[config.mk]
export PLATFORM = sky130hd
export DESIGN_NAME = nri_div_sequencer
export DESIGN_NICKNAME = d
export VERILOG_FILES = /design/src/rtl/nri_div_sequencer.sv
export SDC_FILE = /design/constraint.sdc
export NUM_CORES = 1
export LEC_CHECK = 0
export CELL_PAD_IN_SITES_DETAIL_PLACEMENT = 1
export CELL_PAD_IN_SITES_GLOBAL_PLACEMENT = 2
export CORE_ASPECT_RATIO = 1.5
export CORE_MARGIN = 4
export CORE_UTILIZATION = 25
export DETAILED_ROUTE_END_ITERATION = 8
export HOLD_SLACK_MARGIN = 0.08
export PLACE_DENSITY_LB_ADDON = 0.1
export SYNTH_ARGS = -nofsm -noshare
export SYNTH_HDL_FRONTEND = slang
export SYNTH_SLANG_ARGS = --single-unit
[constraint.sdc]
create_clock -name i_clk -period 4.9 [get_ports i_clk]
set_input_delay 0.98 -clock i_clk [delete_from_list [all_inputs] [get_ports i_clk]]
set_output_delay 0.98 -clock i_clk [all_outputs]
set_load 0.01 [all_outputs]
[src/rtl/nri_div_sequencer.sv]
// Non-restoring integer divider for the M-extension execute stage: a fix-up unit
// and the multi-cycle sequencer that owns the datapath registers and shortcuts.

module nri_div_corrections_unit #(
  parameter int N = 32
) (
  input  logic [N-1:0] i_n,
  input  logic [N-1:0] i_d,
  input  logic [N-1:0] i_q,
  input  logic [N:0]   i_r,
  input  logic         i_signed,
  output logic [N-1:0] o_quot,
  output logic [N-1:0] o_rem
);
  logic [N:0]   d_ext, r_add, r_sub;
  logic [N-1:0] q_base;
  logic         n_neg, d_neg, r_neg, r_nz, fix_add, fix_sub;
  logic         unused_bits;

  assign unused_bits = ^{i_n[N-2:0], i_q[N-1]};

  always_comb begin
    d_ext  = {i_signed & i_d[N-1], i_d};
    r_add  = i_r + d_ext;
    r_sub  = i_r - d_ext;
    // Digits are +1/-1 stored as 1/0, so Q = 2P - (2^N - 1) == {P << 1 | 1} mod 2^N
    q_base = {i_q[N-2:0], 1'b1};
    n_neg  = i_signed & i_n[N-1];
    d_neg  = i_signed & i_d[N-1];
    r_neg  = i_r[N];
    r_nz   = |i_r;
    // Remainder must take the dividend's sign and may not equal +/-|d|
    fix_add = (r_nz && (r_neg != n_neg) && (r_neg != d_neg)) || (r_add == '0);
    fix_sub = (r_nz && (r_neg != n_neg) && (r_neg == d_neg)) || (r_sub == '0);
    o_quot = q_base;
    o_rem  = i_r[N-1:0];
    if (fix_add) begin
      o_quot = q_base - {{(N-1){1'b0}}, 1'b1};
      o_rem  = r_add[N-1:0];
    end else if (fix_sub) begin
      o_quot = q_base + {{(N-1){1'b0}}, 1'b1};
      o_rem  = r_sub[N-1:0];
    end
  end
endmodule

// state | meaning
// IDLE  | ready for a request
// ITER  | one non-restoring step per cycle, dividend bits shifted in MSB first
// CORR  | fix-up of quotient/remainder, result registered
// DONE  | result valid, held until consumer accepts
module nri_div_sequencer #(
  parameter int N = 32
) (
  input  logic         i_clk,
  input  logic         i_rst_n,
  input  logic         i_valid,
  output logic         o_ready,
  input  logic [N-1:0] i_data_n,
  input  logic [N-1:0] i_data_d,
  input  logic         i_signed,
  input  logic         i_rem,
  input  logic         i_flush,
  output logic         o_valid,
  input  logic         i_ready,
  output logic [N-1:0] o_data,
  output logic         o_busy
);
  localparam int CW = $clog2(N) + 1;
  localparam logic [CW-1:0] CNT_LAST = CW'(N - 1);

  typedef enum logic [1:0] {IDLE, ITER, CORR, DONE} state_t;

  state_t        state_q, state_d;
  logic [CW-1:0] cnt_q, cnt_d;
  logic [N:0]    rem_q, rem_d;
  logic [N-1:0]  quo_q, quo_d, n_q, n_d, d_q, d_d, data_q, data_d;
  logic          sgn_q, sgn_d, sel_rem_q, sel_rem_d;
  logic [N:0]    d_ext, r_shift;
  logic [N-1:0]  corr_quot, corr_rem;
  logic          accept, div_zero, ovf, sub;

  nri_div_corrections_unit #(.N(N)) u_corr (
    .i_n      (n_q),
    .i_d      (d_q),
    .i_q      (quo_q),
    .i_r      (rem_q),
    .i_signed (sgn_q),
    .o_quot   (corr_quot),
    .o_rem    (corr_rem)
  );

  always_comb begin
    state_d   = state_q;
    cnt_d     = cnt_q;
    rem_d     = rem_q;
    quo_d     = quo_q;
    n_d       = n_q;
    d_d       = d_q;
    sgn_d     = sgn_q;
    sel_rem_d = sel_rem_q;
    data_d    = data_q;
    accept    = (state_q == IDLE) && i_valid && !i_flush;
    div_zero  = (i_data_d == '0);
    ovf       = i_signed && (i_data_n == {1'b1, {(N-1){1'b0}}}) && (&i_data_d);
    d_ext     = {sgn_q & d_q[N-1], d_q};
    // N is a power of two, so N-1-cnt is the bitwise complement of the low bits
    r_shift   = {rem_q[N-1:0], n_q[~cnt_q[CW-2:0]]};
    sub       = 1'b0;

    if (i_flush) begin
      state_d = IDLE;
    end else begin
      case (state_q)
        IDLE: begin
          if (accept) begin
            n_d       = i_data_n;
            d_d       = i_data_d;
            sgn_d     = i_signed;
            sel_rem_d = i_rem;
            quo_d     = '0;
            rem_d     = {(N+1){i_signed & i_data_n[N-1]}};
            cnt_d     = '0;
            if (div_zero) begin
              state_d = DONE;
              data_d  = i_rem ? i_data_n : '1;
            end else if (ovf) begin
              state_d = DONE;
              data_d  = i_rem ? '0 : i_data_n;
            end else begin
              state_d = ITER;
            end
          end
        end
        ITER: begin
          sub   = (rem_q[N] == d_ext[N]);
          rem_d = sub ? (r_shift - d_ext) : (r_shift + d_ext);
          quo_d = {quo_q[N-2:0], sub};
          cnt_d = cnt_q + CW'(1);
          if (cnt_q == CNT_LAST) state_d = CORR;
        end
        CORR: begin
          data_d  = sel_rem_q ? corr_rem : corr_quot;
          state_d = DONE;
        end
        DONE: begin
          if (i_ready) state_d = IDLE;
        end
        default: state_d = IDLE;
      endcase
    end
  end

  always_ff @(posedge i_clk or negedge i_rst_n) begin
    if (!i_rst_n) begin
      state_q   <= IDLE;
      cnt_q     <= '0;
      rem_q     <= '0;
      quo_q     <= '0;
      n_q       <= '0;
      d_q       <= '0;
      sgn_q     <= 1'b0;
      sel_rem_q <= 1'b0;
      data_q    <= '0;
    end else begin
      state_q   <= state_d;
      cnt_q     <= cnt_d;
      rem_q     <= rem_d;
      quo_q     <= quo_d;
      n_q       <= n_d;
      d_q       <= d_d;
      sgn_q     <= sgn_d;
      sel_rem_q <= sel_rem_d;
      data_q    <= data_d;
    end
  end

  assign o_ready = (state_q == IDLE);
  assign o_valid = (state_q == DONE);
  assign o_busy  = (state_q != IDLE);
  assign o_data  = data_q;
endmodule

* Word level (Yosys, flattened, before mapping)
Cells that the tools add are included.
** Storage, ports and cells
- Bits in registers :: 170
- Bits of input ports :: 71
- Output and inout bits :: 35
- Word-level logic and storage cells :: 85
** Operators by class
- $add $sub $neg :: 7
- Magnitude comparators :: 1
- Equal/unequal tests :: 13
- Muxes and demuxes :: 27
- Bitwise gates (word level) :: 5
- Reductions and logical operators :: 23
** Operators with widths (count)
- two-way mux 32 bit :: 10
- adder 33 bit :: 2
- logical NOT 33 bit :: 2
- two-way mux 33 bit :: 2
- one-hot mux 33 bit (2 select lines) :: 1
- subtractor 33 bit :: 2
- one-hot mux 32 bit (2 select lines) :: 1
- one-hot mux 31 bit (2 select lines) :: 1
- OR reduction 33 bit :: 1
- adder 32 x 1 -> 32 bit, second input constant :: 1
- equality test 32 bit, second input constant :: 1
- logical NOT 32 bit :: 1
- AND reduction 32 bit :: 1
- subtractor 32 x 1 -> 32 bit, second input constant :: 1
- two-way mux 31 bit :: 1
- two-way mux 2 bit :: 6
- one-hot mux 6 bit (2 select lines) :: 1
- AND reduction 3 bit :: 3
- one-hot mux 2 bit (4 select lines) :: 1
- logical AND 1 bit :: 7
- adder 6 x 1 -> 6 bit, second input constant :: 1
- equality test 6 x 5 -> 1 bit, second input constant :: 1
- less-than comparator 5 x 6 -> 1 bit, second input constant :: 1
- two-way mux 6 bit :: 1
- other kinds (18) :: 26

* Logic depth before layout (Yosys ltp)
- Word-level depth :: 9
- Mapped depth :: 20
- Gate-level depth less buffers :: 19

* Modules after synthesis
From an unflattened synthesis, not the netlist that was laid out.
** Unflattened totals
- Cells, all modules :: 2261
- Area, all modules :: 17713.2 um^2
** By module, submodules not included
- nri_div_sequencer :: instances 1, cells an instance 1188, area each 10782.8 um^2, seq. area each 4279.1 um^2
- nri_div_corrections_unit :: instances 1, cells an instance 1073, area each 6930.4 um^2, seq. area each 0.0 um^2

* Least setup slack after synthesis
No wires, ideal clock.
- Path kind :: reg-to-reg
- Start :: register cnt_q[0]
- End :: register rem_q[31]
- Library setup time :: 0.124 ns
- Arrival time :: 4.723 ns
- Data required time :: 4.776 ns
- Slack :: 0.053 ns
- Cell stages (with the launch flop) :: 19
- Buffers on the path :: 1
- Clock period less this slack :: 4.847 ns
- Cells stage by stage :: dfrtp_1 > clkbuf_1 > mux4_2 > mux4_2 > mux2i_1 > ha_1 > inv_1 > a21o_1 > a21o_1 > a2111oi_0 > o31ai_1 > a21o_1 > a21oi_1 > o22ai_1 > a41o_1 > o221ai_1 > o31a_1 > nor4b_1 > a211o_1
** On the way
- Word-level cells in the longest chain between the ends :: 6
- Elaborated cells on any way between the ends :: 7
- Those cells by class :: add/sub (2); mux (4); bitwise (1)
** Ends and longest elaborated chain
- start: declaration :: RTL line 75 : logic [CW-1:0] cnt_q, cnt_d;
- start signal: assignment :: RTL line 167 : cnt_q <= cnt_d;
- inverter 5 bit (*) :: RTL line 108 : r_shift = {rem_q[N-1:0], n_q[~cnt_q[CW-2:0]]};
- binary-select mux 1 bit (select 5 bit) (*) :: RTL line 108
- two-way mux 1 bit (implied by the code) (*) :: RTL line 108
- adder 33 bit or subtractor 33 bit (tied branches) :: RTL line 137 : rem_d = sub ? (r_shift - d_ext) : (r_shift + d_ext);
- two-way mux 33 bit (*) :: RTL line 137
- one-hot mux 33 bit (2 select lines) (*) :: RTL line 114 : case (state_q)
- end signal: assignment :: RTL line 168 : rem_q <= rem_d;
- end: declaration :: RTL line 76 : logic [N:0] rem_q, rem_d;
Every way passes the cells marked *; elsewhere a longest branch is shown, timed or not. The select of a mux whose other input is x is not followed.
A chain may end at the register's enable or synchronous reset.

* Final worst setup path
- Start :: register cnt_q[0]
- End :: register rem_q[30]
The elaborated chain is that of the path after synthesis.

==> summary.txt <==
Status
  • Outcome: complete, no violations

Setup path
  • Crit-path max FO: 5
  • R2r endpoint: rem_q[30]$_DFFE_PN0P_
  • R2r worst-path depth: 24
  • WP data arrival: 5290 ps
  • R2R setup slack: 30 ps
  • Crit end category: flip-flop
  • Crit path to: rem_q[30]$_DFFE_PN0P_
  • Setup crit start kind: flip-flop
  • R2R Path Start: cnt_q[0]$_DFFE_PN0P_
  • CP required: 5320 ps
  • Worst setup path startpoint: cnt_q[0]$_DFFE_PN0P_
  • Setup CP Type: flip-flop to flip-flop

Placement
  • Detailed Place HPWL: 66.47 mm
  • Port buffer count: 105
  • GP Congestion: 0.8954
  • DP Worst Slack: -360.1 ps

Yosys
  • Post-synth ARST share: 100.0%
  • Yosys top cell by area: dfrtp_1
  • Number of synthesized flops with an enable pin: 0
  • Ys Warns: 0
  • Mapped Cells: 1991
  • Syn_nets: 2168
  • Avg Inst Size Synth: 7.834 um2
  • Most used DFF post-synth: dfrtp_1
  • Ranking of synthesized cells by area: dfrtp_1 (27%), ha_1 (8.3%), nand2_1 (6.4%)
  • Post-Syn Area: 15600 um2
  • Netlist cell types: 96
  • Most numerous cell in the Yosys netlist: nand2_1
  • Number of synthesized register bits: 170
  • Seq/Total Area, Yosys: 27.27%
  • Synth top area share: 27.27%
  • Top post-synthesis cells by count: nand2_1 (264), nor2_1 (188), dfrtp_1 (170)

CTS
  • CTS sink cnt: 170
  • Clk_lat worst skew: 490 ps
  • CTS Root Cell: clkbuf_16
  • CTS Buf Count: 17
  • Longest Clk Path Bufs: 2
  • Clk pin slew, worst setup/hold paths: 80 ps
  • H-tree depth: 4
  • CTS tree: built

Global routing
  • GR Util met3: 2.196%
  • Grt met2 use: 45.01%
  • Largest net degree at the start of global routing: 74
  • GRT met1 Usage: 27.77%
  • Initial antenna violation count: 5
  • Tot GR Track Use: 23.91%
  • GRT overflow: 0
  • Most Crowded Layer GR: met2
  • First-pass GRT wire length: 119.4 mm
  • Vias in the first global route: 18.02k

Route
  • Vias: 16.79k
  • DR iter-0 viols: 837
  • Drt total wl: 81.02 mm
  • First-pass DRT Iterations: 7
  • DRC viols: 0
  • WL per Instance: 25.79 um
  • Drt via density: 5.346
  • Routed Antenna Nets: 0

Die
  • Num ports: 106
  • Starting density of the core: 25.35%
  • Std-Cell Rows: 111
  • Core area: 61530 um2
  • Die H: 313.9 um
  • Die X: 211.9 um
  • Die area: 66530 um2

STA
  • RSZ-0062 raised after global routing: true
  • Final period util: 99.40%
  • Clock skew: 14.17 ps
  • Count of pins over their slew limit: 0
  • Fin worst setup slack: 29.35 ps
  • Max frequency: 205.3 MHz
  • Final Hold Vio Count: 0
  • Measured slew at the worst slew-check pin: 889.9 ps
  • Minimum clock period: 4871 ps
  • Relative slew slack: 40.21%
  • Setup violators final: 0

Layout
  • # fillers: 7355
  • Final core utilization: 34.01%
  • Area Overhead vs Synth: 34.16%
  • Layout cells sized above 1: 20.72%
  • # diodes: 0
  • Fin nets: 2514

Min path
  • Hold WC Path Type: flip-flop to flip-flop
  • Hold path start: n_q[5]$_DFFE_PN0P_

Flow run
  • Max-Cap Viols: 0
## cell usage in the layout (no fill, tap or decap), types with 17 or more instances in the layout
cell type        instances
buf_4                  323
nand2_1                262
nor2_1                 184
dfrtp_1                169
a21oi_1                154
xnor2_1                104
o21ai_0                104
clkdlybuf4s50_1        104
ha_1                    99
inv_1                   77
nor3_1                  49
nand3_1                 48
nor4_1                  41
nand4_1                 36
a21o_1                  33
a22o_1                  33
a211oi_1                20
a31oi_1                 19
o21ai_1                 18
o211ai_1                18
xor2_1                  18
and3_1                  17
nand2b_1                17
clkbuf_16               17
## cells by family (layout without fill, tap and decap cells)
| kind of cell | after synthesis | count (layout) | share of synthesized area [%] |
|---|---|---|---|
| AOI/OAI and AO/OA | 587 | 587 | 25.20 |
| xor gates and xnor gates | 127 | 127 | 7.131 |
| adders and majority gates | 122 | 122 | 9.674 |
| buffers and inverters | 198 | 557 | 4.933 |
| DFF | 170 | 170 | 27.27 |
| muxes | 32 | 32 | 2.928 |
| and+or+nand+nor | 755 | 755 | 22.86 |
## through the flow
| step | instance area (um2) | hold slack, ps | instances | setup TNS, ps |
|---|---|---|---|---|
| 2_1_floorplan | 15600 | 440.3 | 1991 | 0 |
| 3_3_place_gp | 19690 | 454.1 | 3087 | -3975 |
| 3_5_place_dp | 19690 | 463.1 | 3087 | -4593 |
| 4_1_cts | 20470 | 482.3 | 3121 | 0 |
| 5_1_grt | 20930 | 496.0 | 3141 | -600.3 |
| 6_report | 20930 | 475.1 | 3141 | 0 |
## how the worst min path moves through the flow
| stage | slack (ps) | to | cells after the start |
|---|---|---|---|
| floorplan | 440 | n_q[13]$_DFFE_PN0P_ | 2 |
| global placement | 450 | n_q[13]$_DFFE_PN0P_ | 2 |
| detailed placement | 460 | n_q[5]$_DFFE_PN0P_ | 2 |
| CTS | 480 | n_q[5]$_DFFE_PN0P_ | 2 |
| global route | 500 | n_q[27]$_DFFE_PN0P_ | 2 |
| finish | 480 | n_q[5]$_DFFE_PN0P_ | 2 |
## metal layers
metal / part of all wire, % / vias up / wire (um)
met4: 3.8 / 0 / 3097
li1: - / 7943 / -
met2: 54 / 253 / 43360
met3: 1.9 / 84 / 1514
met1: 41 / 8511 / 33050
met5: 0 / - / 0
## state kept, by name, summed over array words and instances (netlist names)
register and count:
d_q 32, sel_rem_q 1, o_data 32, quo_q 31, n_q 32, rem_q 33
cnt_q 6, state_q 2, sgn_q 1
## critical path: stages (launching register included)
cell and delay, ps:
dfrtp_1 390, buf_6 150, mux4_2 520, mux4_2 500, mux2i_2 200, buf_4 170, ha_4 120, inv_2 40
fa_2 330, a21o_1 200, a21oi_2 150, nor2b_1 70, o21a_1 200, o211ai_1 160, buf_4 170, a31oi_4 110
a31oi_1 190, buf_4 150, o211ai_1 140, a31o_2 290, a21oi_2 130, buf_4 120, xnor2_1 110, a21oi_1 80
nor2_1 100
## final cells by class
type                    count  area (um2)  share of cell area (%)
clock buffers              20       456.7                   2.182
multi-input cells        1623       11050                   52.80
repair buffers            441        3705                   17.71
well taps                 791       989.7                   4.730
inverters                  84       315.3                   1.507
flip-flops and latches    170        4255                   20.34
clock inverters            12       153.9                  0.7355
## what timing repair did
action / CTS / global route
endpoints found under the setup margin: 38 / 40
gates resized for setup: 32 / 55
pin swaps: 11 / 44
buffers inserted: 2 / 20
hold buffers: 0 / 0
cloned: 0 / 0
hold endpoints to repair: 0 / 0
Power is left out: the tool's default activity adds up to more than one toggle a clock period on the data nets, which glitch-free logic cannot reach.
==> variant 1, RTL diff (same settings) <==
The 4 states of `state_t` get a one-hot encoding in 4 bits.
--- a/src/rtl/nri_div_sequencer.sv
+++ b/src/rtl/nri_div_sequencer.sv
@@ -69,7 +69,7 @@
   localparam int CW = $clog2(N) + 1;
   localparam logic [CW-1:0] CNT_LAST = CW'(N - 1);
 
-  typedef enum logic [1:0] {IDLE, ITER, CORR, DONE} state_t;
+  typedef enum logic [3:0] {IDLE = 4'b0001, ITER = 4'b0010, CORR = 4'b0100, DONE = 4'b1000} state_t;
 
   state_t        state_q, state_d;
   logic [CW-1:0] cnt_q, cnt_d;
Function: no difference found for any inputs over 4 cycles, from zero or initial values and one cycle with i_rst_n low; so few cycles prove little.
==> variant 1 against the unedited design <==
  * Global-route usage rose by 2.2 points
  * Cell area rose by 2.6%
  * Sequential cell count is 2 higher
  * Die area grew 0.48%
  * Setup slack better by 0.048 ns
  * Routed wire length grew 8.4%
  * Synthesized area up 0.50%
==> variant 1: results (changes against the unedited design) <==
<table>
<tr><th>Metric</th><th>Value</th></tr>
<tr><th colspan="2">Detailed routing</th></tr>
<tr><td>Detailed-routing iteration count for the pre-antenna-repair pass</td><td>4 (was 7)</td></tr>
<tr><td>Met1 routed wirelength after detailed routing</td><td>34200 microns (was 33000 microns)</td></tr>
<tr><td>Routed wire per std cell</td><td>27.6 microns (was 25.8 microns)</td></tr>
<tr><td>Number of DRC markers in iteration 0</td><td>903 (was 837)</td></tr>
<tr><td>Sum of met2 wire segment lengths after detailed routing</td><td>47900 microns (was 43400 microns)</td></tr>
<tr><th colspan="2">Place</th></tr>
<tr><td>Final weighted congestion of routability-driven global placement</td><td>0.910 (was 0.895)</td></tr>
<tr><td>Dpl ws</td><td>-0.452 ns (was -0.360 ns)</td></tr>
<tr><th colspan="2">Worst setup path</th></tr>
<tr><td>Worst Path Arrival</td><td>5.25 ns (was 5.29 ns)</td></tr>
<tr><td>Count of cells along the worst register-to-register path</td><td>22 (was 24)</td></tr>
<tr><td>Max incr delay on CP</td><td>0.50 ns (was 0.52 ns)</td></tr>
<tr><th colspan="2">Status</th></tr>
<tr><td>Run status</td><td>finished, final reports clean (unchanged)</td></tr>
<tr><th colspan="2">Clock tree</th></tr>
<tr><td>Clock network latency to the later pin of the worst-skew pair</td><td>0.52 ns (was 0.49 ns)</td></tr>
<tr><td>Count of instances resized after the clock tree is built</td><td>34 (was 32)</td></tr>
<tr><th colspan="2">Global routing</th></tr>
<tr><td>Antenna violations before repair</td><td>0 (was 5)</td></tr>
<tr><td>Met1 usage</td><td>28.9% (was 27.8%)</td></tr>
<tr><td>Met2 track demand over resource in global routing</td><td>49.8% (was 45.0%)</td></tr>
<tr><td>Maximum number of pins on one net before global-route repair</td><td>84 (was 74)</td></tr>
<tr><th colspan="2">Synth</th></tr>
<tr><td>Count of unique library cells instantiated by Yosys</td><td>100 (was 96)</td></tr>
<tr><td>Most common library cells after synthesis</td><td>nand2_1 (238), a21oi_1 (182), dfrtp_1 (171), nor2_1 (171), o21ai_0 (121) (was nand2_1 (264), nor2_1 (188), dfrtp_1 (170), a21oi_1 (166))</td></tr>
<tr><td>Adder-cell area share of the yosys netlist</td><td>8.41% (was 9.67%)</td></tr>
<tr><td>Synthesized-area fraction occupied by ao, oa, aoi and oai cells</td><td>25.9% (was 25.2%)</td></tr>
<tr><th colspan="2">Final layout</th></tr>
<tr><td>Layout cell share with drive strength beyond 1</td><td>24.0% (was 20.7%)</td></tr>
<tr><th colspan="2">STA</th></tr>
<tr><td>Worst hold margin</td><td>0.442 ns (was 0.475 ns)</td></tr>
<tr><td>Worst-case headroom to the max-slew limit</td><td>32.6% (was 40.2%)</td></tr>
<tr><td>Clock tree skew after final layout</td><td>0.0118 ns (was 0.0142 ns)</td></tr>
</table>
-- variant 1: cell count changes after synthesis, sizes merged, moves of 10 or more --
cell | before | now
a211oi | 22 | 10
a21oi | 167 | 183
buf | 22 | 38
clkbuf | 92 | 69
inv | 83 | 93
maj3 | 16 | 2
nand2 | 264 | 239
nand3 | 48 | 33
nor2 | 189 | 172
nor4b | 3 | 16
o21a | 7 | 17
xnor2 | 107 | 119
-- variant 1: cell type report --
class                           instances  area [sq um]
Fill cell                            7476         40800
Multi-Input combinational cell       1586         11000
Sequential cell                       172          4310
Timing Repair Buffer                  487          4140
Tap cell                              798           998
Clock buffer                           20           467
Inverter                               97           364
Clock inverter                         12           148
Antenna cell                            3          7.51
-- variant 1: per-stage QoR --
stage	std cells	area, sq um
after global routing	3172	21500
after detailed placement	3124	20200
after floorplan	1962	15700
final	3175	21500
after global placement	3124	20200
after CTS	3158	21000
==> variant 2, RTL diff (same flow settings) <==
Without the edit above. `N` is set to 32 in 2 places; all go to 16.
--- a/src/rtl/nri_div_sequencer.sv
+++ b/src/rtl/nri_div_sequencer.sv
@@ -2,7 +2,7 @@
 // and the multi-cycle sequencer that owns the datapath registers and shortcuts.
 
 module nri_div_corrections_unit #(
-  parameter int N = 32
+  parameter int N = 16
 ) (
   input  logic [N-1:0] i_n,
   input  logic [N-1:0] i_d,
@@ -50,7 +50,7 @@
 // CORR  | fix-up of quotient/remainder, result registered
 // DONE  | result valid, held until consumer accepts
 module nri_div_sequencer #(
-  parameter int N = 32
+  parameter int N = 16
 ) (
   input  logic         i_clk,
   input  logic         i_rst_n,
Ports: changed (resized i_data_d, i_data_n and o_data); port bits go from 106 to 58. No check against the original RTL was run, so the function may have changed too.
==> variant 2 against the unedited design <==
  * Synthesized area shrank 49%
  * Cell area down 55%
  * Global-route usage fell by 3.2 points
  * Routed wire length fell by 56%
  * Sequential share of layout area rose by 3.2 points
  * Sequential cell count shrank 81
  * Die area decreased by 48%
  * Via count decreased by 53%
  * Setup slack gained 0.37 ns
  * Fmax up 8.3%
Power is left out: the tool's default activity adds up to more than one toggle a clock period on the data nets, which glitch-free logic cannot reach.
==> variant 2: results (changes against the unedited design) <==
<table>
<tr><th>Metric</th><th>Value</th></tr>
<tr><th colspan="2">Detailed routing</th></tr>
<tr><td>Number of vias in the routed layout</td><td>7820 (was 16800)</td></tr>
<tr><td>Mean number of vias per cell</td><td>5.36 (was 5.35)</td></tr>
<tr><td>Overall routed net length</td><td>36000 microns (was 81000 microns)</td></tr>
<tr><th colspan="2">Global routing</th></tr>
<tr><td>Total routing usage reported by global routing</td><td>20.7% (was 23.9%)</td></tr>
<tr><td>Maximum number of pins on one net before global-route repair</td><td>58 (was 74)</td></tr>
<tr><td>Via count of the first global-routing pass</td><td>8246 (was 18000)</td></tr>
<tr><td>Antenna violations before repair</td><td>1 (was 5)</td></tr>
<tr><th colspan="2">Place</th></tr>
<tr><td>Final weighted congestion of routability-driven global placement</td><td>0.868 (was 0.895)</td></tr>
<tr><td>Input/output buffers</td><td>57 (was 105)</td></tr>
<tr><td>Final HPWL DP</td><td>28700 microns (was 66500 microns)</td></tr>
<tr><td>Placed Cells incl. Taps</td><td>1441 (was 3087)</td></tr>
<tr><td>Dpl ws</td><td>0.214 ns (was -0.360 ns)</td></tr>
<tr><th colspan="2">Final layout</th></tr>
<tr><td>FILL cells</td><td>3737 (was 7355)</td></tr>
<tr><td>Layout cell share with drive strength beyond 1</td><td>8.16% (was 20.7%)</td></tr>
<tr><td>Flip-flop count of the largest register, all copies and words added</td><td>17 (was 33)</td></tr>
<tr><th colspan="2">STA</th></tr>
<tr><td>Clock tree skew after final layout</td><td>0.00730 ns (was 0.0142 ns)</td></tr>
<tr><td>Transition time at the pin with the least slew margin</td><td>0.965 ns (was 0.890 ns)</td></tr>
<tr><th colspan="2">Clock tree</th></tr>
<tr><td>Count of instances resized after the clock tree is built</td><td>0 (was 32)</td></tr>
<tr><td>Clock network latency to the later pin of the worst-skew pair</td><td>0.37 ns (was 0.49 ns)</td></tr>
<tr><td># Post-CTS Setup Buffers</td><td>0 (was 2)</td></tr>
<tr><td>Maximum level of the CTS H-tree</td><td>3 (was 4)</td></tr>
<tr><th colspan="2">Status</th></tr>
<tr><td>Run status</td><td>finished, final reports clean (unchanged)</td></tr>
<tr><th colspan="2">Synth</th></tr>
<tr><td>Sequential area share after synthesis</td><td>28.2% (was 27.3%)</td></tr>
<tr><td>Syn avg cell area</td><td>8.00 sq um (was 7.83 sq um)</td></tr>
<tr><td>Leading post-synthesis cells by cell area</td><td>dfrtp_1 (28%), ha_1 (8.9%), nand2_1 (5.2%) (was dfrtp_1 (27%), ha_1 (8.3%), nand2_1 (6.4%))</td></tr>
<tr><th colspan="2">Worst setup path</th></tr>
<tr><td>Startpoint of the worst setup timing path</td><td>d_q[4]$_DFFE_PN0P_ (was cnt_q[0]$_DFFE_PN0P_)</td></tr>
<tr><td>Max incr delay on CP</td><td>0.57 ns (was 0.52 ns)</td></tr>
<tr><td>Worst Path Arrival</td><td>4.78 ns (was 5.29 ns)</td></tr>
<tr><th colspan="2">Floorplan</th></tr>
<tr><td>Die X-Extent</td><td>153 microns (was 212 microns)</td></tr>
</table>
## variant 2: cell type report
| cell class | count | area share (%) |
|---|---|---|
| Inverter | 65 | 2.58 |
| Sequential cell | 89 | 23.6 |
| Clock inverter | 7 | 1.16 |
| Tap cell | 405 | 5.36 |
| Multi-Input combinational cell | 785 | 55.6 |
| Timing Repair Buffer | 99 | 9.34 |
| Clock buffer | 9 | 2.38 |
## variant 2: cell families after synthesis
| kind of cell | share of synthesized area (%) |
|---|---|
| AND/OR/NAND/NOR | 23.3 |
| buffers and inverters | 5.57 |
| XOR/XNOR | 5.20 |
| AO/OA/AOI/OAI | 23.6 |
| multiplexers | 2.74 |
| adder cells (fa/ha/maj) | 11.4 |
| flip-flops | 28.2 |
## variant 2: routing by layer
| layer | routed length [microns] | GRT usage, % | vias to the layer above |
|---|---|---|---|
| li1 | - | - | 3726 |
| met4 | 1600 | 9.29 | 0 |
| met1 | 14100 | 22.8 | 3887 |
| met3 | 943 | 2.80 | 56 |
| met5 | 0 | 0 | - |
| met2 | 19300 | 39.1 | 151 |
## variant 2: worst paths after layout
path	to	slack, ns	cells past startpoint
min reg2reg	n_q[5]$_DFFE_PN0P_	0.48	2
max in group asynchronous	quo_q[13]$_DFFE_PN0P_	3.18	2
max reg2reg	o_data[11]$_DFFE_PN0P_	0.40	12
min	n_q[5]$_DFFE_PN0P_	0.48	2
min in group asynchronous	cnt_q[4]$_DFFE_PN0P_	0.69	1
max	o_data[11]$_DFFE_PN0P_	0.40	12
## variant 2: through the flow
stage / area, sq um / hold slack, ns / util, %
6_report: 9460 / 0.479 / 30.4
5_1_grt: 9460 / 0.490 / 30.4
4_1_cts: 9430 / 0.483 / 30.3
3_5_place_dp: 9090 / 0.466 / 29.2
3_3_place_gp: 9090 / 0.461 / 29.2
2_1_floorplan: 7910 / 0.441 / -
